$ cat src/rtl/spi_shifter_pkg.sv
// Shared types and sizing helpers for the SPI byte shifter and its tick generator.
package spi_shifter_pkg;

   typedef enum logic [1:0] {
      ST_IDLE  = 2'd0,
      ST_SETUP = 2'd1,
      ST_SHIFT = 2'd2,
      ST_HOLD  = 2'd3
   } state_e;

   localparam int HOLD_CNT_W = 4;

   function automatic int bit_cnt_w(input int data_w);
      return (data_w > 1) ? $clog2(data_w) : 1;
   endfunction

endpackage

$ cat src/rtl/spi_byte_shifter_edge_tick.sv
// Registers the divider output and turns its edges into one-clk rise/fall ticks.
module edge_tick (
   input  logic clk,
   input  logic rst_n,
   input  logic freq_in,
   output logic rise_tk,
   output logic fall_tk
);

   logic freq_q;

   // Previous-cycle copy of the divider output
   always_ff @(posedge clk or negedge rst_n) begin
      if (!rst_n) begin
         freq_q <= 1'b0;
      end else begin
         freq_q <= freq_in;
      end
   end

   assign rise_tk = freq_in & ~freq_q;
   assign fall_tk = ~freq_in & freq_q;

endmodule

$ cat src/rtl/spi_byte_shifter.sv
// Mode-0 SPI word transmitter paced by the divider's square wave.
// Optional receive path enabled by defining SPI_BYTE_SHIFTER_RX_EN.
module spi_byte_shifter
   import spi_shifter_pkg::*;
#(
   parameter int DATA_W        = 8,
   parameter int MSB_FIRST     = 1,
   parameter int CS_HOLD_TICKS = 1
) (
   input  logic              clk,
   input  logic              rst_n,
   input  logic              freq_in,
   input  logic [DATA_W-1:0] in_data,
   input  logic              in_valid,
`ifdef SPI_BYTE_SHIFTER_RX_EN
   input  logic              miso,
   output logic [DATA_W-1:0] rx_data,
`endif
   output logic              in_ready,
   output logic              sclk,
   output logic              mosi,
   output logic              cs_n,
   output logic              busy,
   output logic              done
);

   localparam int CNT_W = bit_cnt_w(DATA_W);
   localparam logic [CNT_W-1:0]      LAST_BIT  = CNT_W'(DATA_W - 1);
   localparam logic [CNT_W-1:0]      CNT_ONE   = CNT_W'(1);
   localparam logic [HOLD_CNT_W-1:0] HOLD_LAST = HOLD_CNT_W'(CS_HOLD_TICKS);
   localparam logic [HOLD_CNT_W-1:0] HOLD_ONE  = HOLD_CNT_W'(1);

   logic rise_tk;
   logic fall_tk;

   state_e                  state_q;
   logic [DATA_W-1:0]       sr_q;
   logic [DATA_W-1:0]       sr_d;
   logic [CNT_W-1:0]        bit_cnt_q;
   logic [HOLD_CNT_W-1:0]   hold_cnt_q;
   logic [HOLD_CNT_W-1:0]   hold_cnt_d;
   logic                    first_bit_d;
   logic                    next_bit_d;
   logic                    sclk_q;
   logic                    mosi_q;
   logic                    cs_n_q;
   logic                    busy_q;
   logic                    done_q;
   logic                    in_ready_q;
`ifdef SPI_BYTE_SHIFTER_RX_EN
   logic [DATA_W-1:0]       rx_sr_q;
   logic [DATA_W-1:0]       rx_sr_d;
   logic [DATA_W-1:0]       rx_data_q;
`endif

   edge_tick u_edge_tick (
      .clk     (clk),
      .rst_n   (rst_n),
      .freq_in (freq_in),
      .rise_tk (rise_tk),
      .fall_tk (fall_tk)
   );

   // Bit-order dependent shift and the bit that lands on mosi next
   always_comb begin
      sr_d        = sr_q;
      first_bit_d = 1'b0;
      next_bit_d  = 1'b0;
      hold_cnt_d  = hold_cnt_q + HOLD_ONE;
`ifdef SPI_BYTE_SHIFTER_RX_EN
      rx_sr_d     = rx_sr_q;
`endif
      if (MSB_FIRST != 0) begin
         sr_d        = {sr_q[DATA_W-2:0], 1'b0};
         first_bit_d = in_data[DATA_W-1];
         next_bit_d  = sr_q[DATA_W-2];
`ifdef SPI_BYTE_SHIFTER_RX_EN
         rx_sr_d     = {rx_sr_q[DATA_W-2:0], miso};
`endif
      end else begin
         sr_d        = {1'b0, sr_q[DATA_W-1:1]};
         first_bit_d = in_data[0];
         next_bit_d  = sr_q[1];
`ifdef SPI_BYTE_SHIFTER_RX_EN
         rx_sr_d     = {miso, rx_sr_q[DATA_W-1:1]};
`endif
      end
   end

   // Frame sequencer with registered SPI and handshake outputs
   always_ff @(posedge clk or negedge rst_n) begin
      if (!rst_n) begin
         state_q    <= ST_IDLE;
         sr_q       <= '0;
         bit_cnt_q  <= '0;
         hold_cnt_q <= '0;
         sclk_q     <= 1'b0;
         mosi_q     <= 1'b0;
         cs_n_q     <= 1'b1;
         busy_q     <= 1'b0;
         done_q     <= 1'b0;
         in_ready_q <= 1'b0;
`ifdef SPI_BYTE_SHIFTER_RX_EN
         rx_sr_q    <= '0;
         rx_data_q  <= '0;
`endif
      end else begin
         done_q <= 1'b0;
         case (state_q)
            ST_IDLE: begin
               in_ready_q <= 1'b1;
               if (in_valid && in_ready_q) begin
                  sr_q       <= in_data;
                  mosi_q     <= first_bit_d;
                  cs_n_q     <= 1'b0;
                  busy_q     <= 1'b1;
                  in_ready_q <= 1'b0;
                  bit_cnt_q  <= '0;
                  state_q    <= ST_SETUP;
               end
            end
            ST_SETUP: begin
               if (fall_tk) begin
                  state_q <= ST_SHIFT;
               end
            end
            ST_SHIFT: begin
               if (rise_tk) begin
                  sclk_q <= 1'b1;
`ifdef SPI_BYTE_SHIFTER_RX_EN
                  rx_sr_q <= rx_sr_d;
`endif
               end else if (fall_tk) begin
                  sclk_q <= 1'b0;
                  if (bit_cnt_q == LAST_BIT) begin
                     bit_cnt_q  <= '0;
                     hold_cnt_q <= '0;
                     state_q    <= ST_HOLD;
                  end else begin
                     bit_cnt_q <= bit_cnt_q + CNT_ONE;
                     sr_q      <= sr_d;
                     mosi_q    <= next_bit_d;
                  end
               end
            end
            ST_HOLD: begin
               sclk_q <= 1'b0;
               if (rise_tk) begin
                  hold_cnt_q <= hold_cnt_d;
                  // Leaving on the tick that brings the count to the hold length
                  if (hold_cnt_d == HOLD_LAST) begin
                     cs_n_q  <= 1'b1;
                     done_q  <= 1'b1;
                     mosi_q  <= 1'b0;
                     busy_q  <= 1'b0;
                     state_q <= ST_IDLE;
`ifdef SPI_BYTE_SHIFTER_RX_EN
                     rx_data_q <= rx_sr_q;
`endif
                  end
               end
            end
            default: begin
               state_q <= ST_IDLE;
            end
         endcase
      end
   end

   assign in_ready = in_ready_q;
   assign sclk     = sclk_q;
   assign mosi     = mosi_q;
   assign cs_n     = cs_n_q;
   assign busy     = busy_q;
   assign done     = done_q;
`ifdef SPI_BYTE_SHIFTER_RX_EN
   assign rx_data  = rx_data_q;
`endif

endmodule

$ cat config.mk
export PLATFORM = sky130hd
export DESIGN_NAME = spi_byte_shifter
export DESIGN_NICKNAME = d
export VERILOG_FILES = /design/src/rtl/spi_shifter_pkg.sv /design/src/rtl/spi_byte_shifter_edge_tick.sv /design/src/rtl/spi_byte_shifter.sv
export SDC_FILE = /design/constraint.sdc
export NUM_CORES = 1
export LEC_CHECK = 0
export BUFFER_PORTS_ARGS = -buffer_cell sky130_fd_sc_hd__buf_2
export CAP_MARGIN = 20
export CORE_ASPECT_RATIO = 0.7
export CORE_MARGIN = 2
export CORE_UTILIZATION = 54
export DETAILED_ROUTE_END_ITERATION = 7
export GPL_TIMING_DRIVEN = 0
export PLACE_DENSITY = 0.75
export SYNTH_ARGS = -nofsm -noshare
export SYNTH_HDL_FRONTEND = slang
export SYNTH_SLANG_ARGS = --single-unit
$ cat constraint.sdc
create_clock -name clk -period 2.35 [get_ports clk]
set_input_delay 0.235 -clock clk [delete_from_list [all_inputs] [get_ports clk]]
set_output_delay 0.235 -clock clk [all_outputs]
set_load 0.02 [all_outputs]
==> results of run 1 <==
[through the flow]
step           instances  util, %  hold slack, ns  worst slack [ns]  total power [mW]
6_report             193     62.3          0.0508             0.393              1.82
5_1_grt              193     62.3          0.0387             0.205              1.99
4_1_cts              193     62.3          0.0468             0.391              1.84
3_5_place_dp         188     60.8           0.242             0.410              1.65
3_3_place_gp         188     60.8           0.230             0.538              1.60
2_1_floorplan        137        -         -0.0606             0.685              1.42
[worst reg2reg max path: stages, from the launching register on]
cell and delay, ns:
dfrtp_1 0.43, inv_1 0.14, ha_1 0.18, buf_2 0.21, nand3b_2 0.16, nand2_1 0.09, nand2_1 0.22, o31ai_1 0.30
a21oi_1 0.11
[cells in the final DEF, fill, tap and decap left out, types with 4 or more instances in the layout]
master     n
nor2_1     8
nand2b_1   8
ha_1      11
o21ai_1    4
o22ai_1    7
dfrtp_1   22
a21oi_1    9
inv_1     11
buf_2     18
nand2_1   10
a22o_1     6
nor3_1     5
o31ai_1    7
[cells by family after synthesis]
group	count (synthesis)	synth area share (%)
compound gates	41	21.0
simple gates	40	15.7
flops	23	43.3
buf+inv	16	4.60
fa+ha+maj	11	10.3
mux	5	4.41
xor+xnor	1	0.657
[cell type report]
type / instances / area (sq um)
tap: 34 / 42.5
sequential: 23 / 577
inverter: 11 / 41.3
multi-input combinational: 98 / 694
fill: 217 / 905
buffer: 5 / 20.0
clock buffer: 3 / 22.5
timing repair buffer: 18 / 95.1
clock inverter: 1 / 5.00
[sequential cells by signal (all words and copies together) (netlist names)]
register / flops
cs_n: 1
done: 1
state_q: 2
hold_cnt_q: 4
in_ready: 1
u_edge_tick.freq_q: 1
sclk: 1
sr_q: 7
busy: 1
mosi: 1
bit_cnt_q: 3
[power groups by stage]
stage                     sequential, mW  combinational (mW)  clock [mW]
after global placement             0.665               0.936           0
after CTS                          0.668               0.980       0.191
after global routing               0.691                1.09       0.205
final                              0.671               0.969       0.183
after detailed placement           0.676               0.973           0
after floorplan                    0.703               0.712           0
[layer usage]
| metal | global-route usage, % | wire, microns |
|---|---|---|
| met1 | 28.3 | 1310 |
| met2 | 30.9 | 1120 |
| met3 | 6.19 | 113 |
| met4 | 6.52 | 21 |
| met5 | 0 | 0 |
[path summary, 6_finish.rpt]
path	from	slack [ns]	cells after the start	to
hold / removal	freq_in	0.05	1	u_edge_tick.freq_q
hold reg to reg	cs_n	0.47	2	cs_n
setup / recovery	state_q[0]	0.39	8	sr_q[4]
min in group asynchronous	rst_n	0.40	2	hold_cnt_q[1]
max in group asynchronous	rst_n	1.58	2	cs_n
setup reg to reg	state_q[0]	0.39	8	sr_q[4]
==> run_results.csv, run 1 <==
group,metric,value,unit
synthesis,netlist_top_cells_count,"dfrtp_1, ha_1, inv_1",
clock_network,cts_tree,"built",
finish,antenna_cells,0,
synthesis,synth_cells,137,
route,first_iter_violations,59,
pwr,p_leak,0.697,nW
die,start_util,55.5,%
die,die_x,63.4,microns
clock_network,cts.sinks,23,
sta,min_period,1.96,ns
clock_network,cts_made_buffers,3,
placement,gp_congestion,0.781,
route,wl_per_cell,13.3,microns
worst_setup_path,end_kind,"flop",
synthesis,ys_top_cells_by_area,"dfrtp_1, ha_1, o31ai_1",
die,dieArea,2890,sq um
synthesis,async_flop_share,100,%
sta,slew_violations,0,
synthesis,synth_flop_cell,"dfrtp_1",
worst_setup_path,crit_type,"reg2reg",
global_routing,antenna_found_initial,0,
pwr,p_comb_share,53.2,%
global_routing,grt_pass1_vias,967,
sta,fin_skew,0.00883,ns
synthesis,syn_area,1330,sq um
worst_setup_path,crit_chain,"inv_1 -> ha_1 -> buf_2 -> nand3b_2 -> nand2_1 -> nand2_1 -> o31ai_1 -> a21oi_1",
synthesis,synth_seq_area_share,43.3,%
synthesis,yosysMostFrequentCell,"dfrtp_1",
synthesis,synth_nets,160,
placement,dp_hpwl,1910,microns
sta,final_hold_viol_count,0,
pwr,peakVddDrop,0.845,mV
die,row_count,15,
synthesis,yosys_register_bits,23,
global_routing,grt_usage,20.4,%
sta,period_share,83.3,%
worst_setup_path,crit_top_cell,"nand2_1",
clock_network,cts_setup_buffers,0,
sta,fmax,511,MHz
route,vias_per_cell,5.41,
synthesis,synth_edf_count,0,
route,postRouteAntennaNets,0,
global_routing,overflow,0,
placement,place_area,1460,sq um
synthesis,yosys.area.top_type,"dfrtp_1",
synthesis,syn_avg_cell_area,9.73,sq um
route,vias,1045,
route,drc_errors,0,
pwr,pwr-share-clk,10.0,%
sta,fin_tns_setup,0,ns
worst_setup_path,max_stage_delay,0.43,ns
die,die_y,45.6,microns
route,drtPass1Iterations,4,
finish,nets,183,
worst_setup_path,critPathMaxFanout,10,
pwr,p_seq_share,36.8,%
die,ioPinCount,18,
status,status,"complete, no violations",
worst_setup_path,crit_required,2.54,ns
finish,drive_gt1_share,19.5,%
synthesis,synth_top_cell_area_share,41.3,%
pwr,p_per_area,1220,nW/um^2
worst_setup_path,cp_num_buf_inv,2,
worst_setup_path,arrival,2.15,ns
synthesis,ys_warn_count,0,
global_routing,grt_first_pass_wirelength,4400,microns
placement,io_buffers,17,
clock_network,root_buffer,"clkbuf_4",
clock_network,htreeDepth,1,
sta,rsz0062_at_grt,"false",
clock_network,ctsResizeCount,0,
pwr,p_sw_share,43.3,%
clock_network,path_clk_slew,0.13,ns
synthesis,synth_cell_types,34,
pwr,p_sw,790,uW
worst_setup_path,critical_path.top_delay_family,"simple AND/OR/NAND/NOR gates",
clock_network,hold_buffers,1,
pwr,intPower,1.03,mW
clock_network,clk_latency,0.32,ns
sta,setup_viol_count_final,0,
finish,final_area,1500,sq um
worst_setup_path,start_kind,"flop",
worst_setup_path,cp_slowest_cell,"dfrtp_1",
run,max_cap_viol_count,0,
die,core,2400,sq um
global_routing,grt_start_max_net_pins,24,
sta,worst_slew_pin_slew,0.510,ns
finish,area_delta_synth_final,12.4,%
clock_network,clock_path_buffers,2,
sta,slew_headroom,66.0,%
route,wirelength,2570,microns
hold_path,hold_path.class,"in2reg",
Note: power is estimated with default switching activity, not from simulation.
==> run 2: changes to the inputs <==
- CORE_UTILIZATION: 54 -> 50
- PLACE_DENSITY: 0.75 -> 0.73
- clock period: 2.35 -> 1.65 ns (I/O delays scaled with it)
==> run 2 against run 1 <==
Against the previous run:
- largest cell class unchanged
- design area is 18% higher
- the flow now finishes with violations (setup timing)
- clock power is 96% higher
- worst setup slack worse by 0.50 ns
==> run_results.csv, run 2 (same netlist as run 1, synthesis figures left out) <==
group,metric,value,unit
finish,largestRegisters,"sr_q: 7 flops, hold_cnt_q: 4 flops, bit_cnt_q: 3 flops",
sta,fin_tns_setup,-0.324,ns
finish,largest_register_ffs,7,
route,drc_errors,0,
finish,final-seq-area,578,sq um
worst_setup_path,start_kind,"flop",
worst_setup_path,setup.worst_path.end,"state_q[1]",
route,postRouteAntennaNets,0,
route,wl_met3,217,microns
global_routing,overflow,0,
global_routing,grt_first_pass_wirelength,5180,microns
worst_setup_path,critical_path.top_delay_family,"flip-flops",
clock_network,root_buffer,"clkbuf_8",
worst_setup_path,cp_num_buf_inv,1,
worst_setup_path,cp_slowest_cell,"dfrtp_1",
finish,num-fill-cells,163,
route,first_iter_violations,87,
finish,nets,192,
pwr,peakVddDrop,1.12,mV
global_routing,antenna_found_initial,0,
sta,final_hold_viol_count,0,
route,wl_met1,1500,microns
worst_setup_path,r2r_slack,-0.10,ns
finish,area_delta_synth_final,32.9,%
route,maxUsedRoutingLayer,"met4",
worst_setup_path,reg2reg_from,"hold_cnt_q[1]",
sta,period_share,106,%
die,ioPinCount,18,
status,status,"finished with violations",
route,wl_per_cell,18.1,microns
clock_network,path_clk_slew,0.08,ns
route,wirelength,3660,microns
clock_network,cts_made_buffers,3,
global_routing,grt_usage,23.3,%
worst_setup_path,crit_chain,"inv_1 -> ha_1 -> nand3_1 -> o221ai_2 -> nand4_2 -> mux2_4",
global_routing,grt_start_max_net_pins,24,
pwr,p_leak,0.815,nW
worst_setup_path,crit_cells,6,
sta,worst_slew_pin_slew,0.536,ns
route,wl_met2,1810,microns
finish,final_common_cell,"dfrtp_1",
clock_network,cts_tree,"built",
finish,multi_input_area,853,sq um
placement,gp_congestion,0.735,
sta,min_period,1.75,ns
sta,fmax,570,MHz
die,dieArea,3100,sq um
run,max_cap_viol_count,0,
worst_setup_path,reg2reg_depth,6,
worst_setup_path,crit_start,"hold_cnt_q[1]",
worst_setup_path,critPathMaxFanout,4,
clock_network,clk_latency,0.27,ns
worst_setup_path,end_kind,"flop",
clock_network,clock_path_buffers,2,
finish,layout_common_cells,"dfrtp_1, buf_2, inv_1, nand2_1",
placement,dp_hpwl,2200,microns
die,die_x,65.7,microns
worst_setup_path,arrival,1.91,ns
hold_path,hp-start,"freq_in",
die,row_count,15,
route,drtPass1Iterations,6,
status,violations,"setup timing",
sta,slew_violations,0,
sta,rsz0062_at_grt,"true",
sta,layout_setup_ws,-0.105,ns
sta,fin_skew,0.00353,ns
route,vias_per_cell,6.06,
die,die_y,47.2,microns
finish,utilization,70.9,%
finish,top_register,"sr_q",
sta,setup_viol_count_final,7,
sta,slew_headroom,64.2,%
hold_path,min_path_cells,1,
clock_network,cts.sinks,23,
finish,drive_gt1_share,39.9,%
placement,io_buffers,17,
global_routing,grt_pass1_vias,1147,
worst_setup_path,crit_type,"reg2reg",
die,start_util,53.4,%
worst_setup_path,regToRegEndpoint,"state_q[1]",
clock_network,htreeDepth,1,
route,vias,1225,
die,core,2500,sq um
finish,antenna_cells,0,
worst_setup_path,max_stage_delay,0.44,ns
hold_path,hold_path.class,"in2reg",
pwr,p_per_area,1950,nW/um^2
worst_setup_path,crit_required,1.81,ns
-- run 2: cell types whose count changed in the layout (fill, tap and decap cells not counted), sizes merged --
| cell | before | now |
|---|---|---|
| clkinv | 1 | 0 |
| clkbuf | 6 | 5 |
| buf | 19 | 30 |
-- run 2: worst min path at each step --
stage | endpoint | slack, ns
final | u_edge_tick.freq_q | 0.03
after global placement | state_q[1] | 0.16
after global routing | u_edge_tick.freq_q | 0.03
after CTS | u_edge_tick.freq_q | 0.03
after detailed placement | state_q[0] | 0.17
after floorplan | bit_cnt_q[0] | -0.13
-- run 2: cell type report --
type                    count  area share [%]
plain buffers               3            1.20
repair buffers             29            10.7
clock buffers               4            2.54
well taps                  34            2.40
multi-input cells          98            48.2
inverters                  11            2.33
flip-flops and latches     23            32.7
-- run 2: layer usage --
metal  vias to the layer above  track usage, %
li1                        552               -
met4                         0            13.8
met1                       599            28.2
met2                        60            37.4
met3                        14            7.67
met5                         -               0
-- run 2: repair_timing --
action | in CTS | in global routing
endpoints found under the setup margin | 16 | 16
setup buffers | 9 | 2
gates resized for setup | 18 | 22
hold buffers | 1 | 0
hold endpoints to repair | 22 | 0
pin swaps | 4 | 6
-- run 2: report_power, final --
group          switching [mW]  internal, mW  leakage (nW)  total [mW]
logic                    1.11         0.972         0.516        2.08
clock network           0.185         0.173        0.0228       0.358
registers               0.218         0.792         0.276        1.01
-- run 2: through the flow --
step / hold slack (ns) / power, mW / worst slack, ns / cell area (sq um) / cells
2_1_floorplan: -0.131 / 2.03 / 0.0246 / 1340 / 137
3_3_place_gp: 0.161 / 2.29 / -0.117 / 1470 / 188
3_5_place_dp: 0.172 / 2.40 / -0.218 / 1470 / 188
4_1_cts: 0.0283 / 3.11 / -0.0531 / 1670 / 200
5_1_grt: 0.0289 / 3.63 / -0.171 / 1770 / 202
6_report: 0.0269 / 3.45 / -0.105 / 1770 / 202
==> run 3: changes to the inputs <==
- CORE_MARGIN: 2 -> not set
==> run 3 against run 2 <==
Against the previous run:
- the run still ends with setup timing left
- critical path depth increased by 1
- worst hold slack improved by 0.012 ns
- utilization increased by 7.0 points
- sequential cell count unchanged
- largest power group unchanged
- clock power decreased by 1%
==> run_results.csv, run 3 (same netlist as run 1, synthesis figures left out) <==
group,metric,value,unit
sta,fin_skew,0.00278,ns
clock_network,path_clk_slew,0.08,ns
finish,antenna_cells,0,
clock_network,cts.sinks,23,
finish,final_common_cell,"dfrtp_1",
die,dieArea,2880,sq um
finish,area_delta_synth_final,45.9,%
route,wl_met2,2140,microns
route,wirelength,4460,microns
die,core,2500,sq um
placement,gp_congestion,0.770,
finish,num-fill-cells,160,
route,wl_per_cell,21.1,microns
sta,slew_headroom,64.0,%
pwr,p_leak,0.880,nW
worst_setup_path,cp_slowest_cell,"dfrtp_1",
pwr,total_power,3.99,mW
clock_network,cts_tree,"built",
worst_setup_path,crit_chain,"buf_6 -> inv_2 -> ha_4 -> nand3_2 -> o221ai_2 -> o211ai_1 -> mux2_1",
placement,dp.cells,188,
worst_setup_path,critical_path.top_delay_family,"flip-flops",
finish,final_cells,211,
finish,layout_common_cells,"dfrtp_1, buf_2, buf_4, nand2_1",
worst_setup_path,regToRegEndpoint,"mosi",
global_routing,grt_pass1_vias,1265,
die,die_y,45.2,microns
worst_setup_path,crit_required,1.80,ns
clock_network,clk_latency,0.27,ns
pwr,p_per_area,2050,nW/um^2
route,postRouteAntennaNets,0,
worst_setup_path,reg2reg_from,"hold_cnt_q[0]",
route,wl_met3,289,microns
placement,pre_cts_ws,-0.188,ns
clock_network,clock_path_buffers,2,
route,maxUsedRoutingLayer,"met4",
sta,final_hold_viol_count,0,
route,first_iter_violations,151,
finish,multi_input_area,946,sq um
global_routing,grt_start_max_net_pins,24,
route,vias,1345,
route,wl_met1,1900,microns
worst_setup_path,crit_cells,7,
hold_path,min_path_cells,1,
worst_setup_path,start_kind,"flop",
pwr,peakVddDrop,1.32,mV
die,die_x,63.7,microns
placement,dp_hpwl,2090,microns
global_routing,grt_first_pass_wirelength,6320,microns
route,drc_errors,0,
worst_setup_path,end_kind,"flop",
global_routing,overflow,0,
worst_setup_path,critPathMaxFanout,3,
status,status,"finished with violations",
global_routing,grt_usage,30.3,%
sta,layout_setup_ws,-0.155,ns
sta,hold_ws,0.0390,ns
finish,drive_gt1_share,52.5,%
die,row_count,15,
sta,slew_violations,0,
placement,io_buffers,17,
sta,worst_slew_pin_slew,0.539,ns
sta,rsz0062_at_grt,"true",
worst_setup_path,crit_type,"reg2reg",
clock_network,cts_made_buffers,3,
sta,period_share,109,%
die,start_util,53.4,%
finish,top_register,"sr_q",
sta,fmax,554,MHz
worst_setup_path,r2r_slack,-0.16,ns
finish,largestRegisters,"sr_q: 7 flops, hold_cnt_q: 4 flops, bit_cnt_q: 3 flops",
status,violations,"setup timing",
worst_setup_path,reg2reg_depth,7,
worst_setup_path,arrival,1.96,ns
finish,largest_register_ffs,7,
finish,nets,201,
sta,min_period,1.81,ns
finish,final-seq-area,579,sq um
hold_path,hp-start,"freq_in",
route,vias_per_cell,6.37,
sta,setup_viol_count_final,14,
route,drtPass1Iterations,4,
worst_setup_path,max_stage_delay,0.45,ns
clock_network,root_buffer,"clkbuf_8",
die,ioPinCount,18,
hold_path,min_to,"u_edge_tick.freq_q",
worst_setup_path,cp_num_buf_inv,2,
global_routing,antenna_found_initial,0,
hold_path,hold_path.class,"in2reg",
sta,fin_tns_setup,-0.886,ns
clock_network,htreeDepth,1,
run,max_cap_viol_count,0,
run 3: worst register-to-register path: stages, from the launching register on:
cell and delay [ns]:
dfrtp_1 0.45, buf_6 0.16, inv_2 0.06, ha_4 0.15, nand3_2 0.08, o221ai_2 0.23, o211ai_1 0.20, mux2_1 0.36
run 3: worst max-delay path by stage:
stage | to | slack, ns | startpoint
floorplan | hold_cnt_q[0] | 0.02 | state_q[0]
global placement | sr_q[4] | -0.12 | state_q[0]
detailed placement | sr_q[5] | -0.19 | state_q[0]
CTS | hold_cnt_q[0] | -0.02 | state_q[0]
global route | mosi | -0.18 | hold_cnt_q[0]
finish | mosi | -0.16 | hold_cnt_q[0]
run 3: layout make-up:
| class | count | share of cell area [%] |
|---|---|---|
| multi-input combinational | 98 | 48.6 |
| clock buffer | 4 | 2.32 |
| timing repair buffer | 38 | 13.6 |
| tap | 34 | 2.19 |
| sequential | 23 | 29.8 |
| inverter | 11 | 2.25 |
| buffer | 3 | 1.22 |
run 3: report_power, final:
group          switching (mW)  total, mW  internal [mW]
sequential              0.243       1.04          0.795
combinational            1.36       2.60           1.24
clock                   0.181      0.354          0.173
total                    1.78       3.99           2.21
run 3: timing repair:
item | 4_1_cts | 5_1_grt
pin swaps | 17 | 5
resized for setup | 42 | 22
setup endpoints to repair | 16 | 18
hold buffers | 1 | 0
buffers inserted | 18 | 2
gates cloned | 0 | 0
endpoints found under the hold margin | 22 | 0
run 3: stage by stage:
step	utilization, %	area, sq um
floorplan	-	1340
global placement	58.7	1470
finish	77.9	1940
detailed placement	58.7	1470
global route	77.9	1940
CTS	73.4	1830
run 3: per-layer routing:
| layer | vias to the layer above | GRT usage [%] |
|---|---|---|
| met5 | - | 0 |
| met4 | 0 | 13.6 |
| met3 | 21 | 8.84 |
| met2 | 75 | 52.1 |
| met1 | 682 | 36.1 |
| li1 | 567 | - |
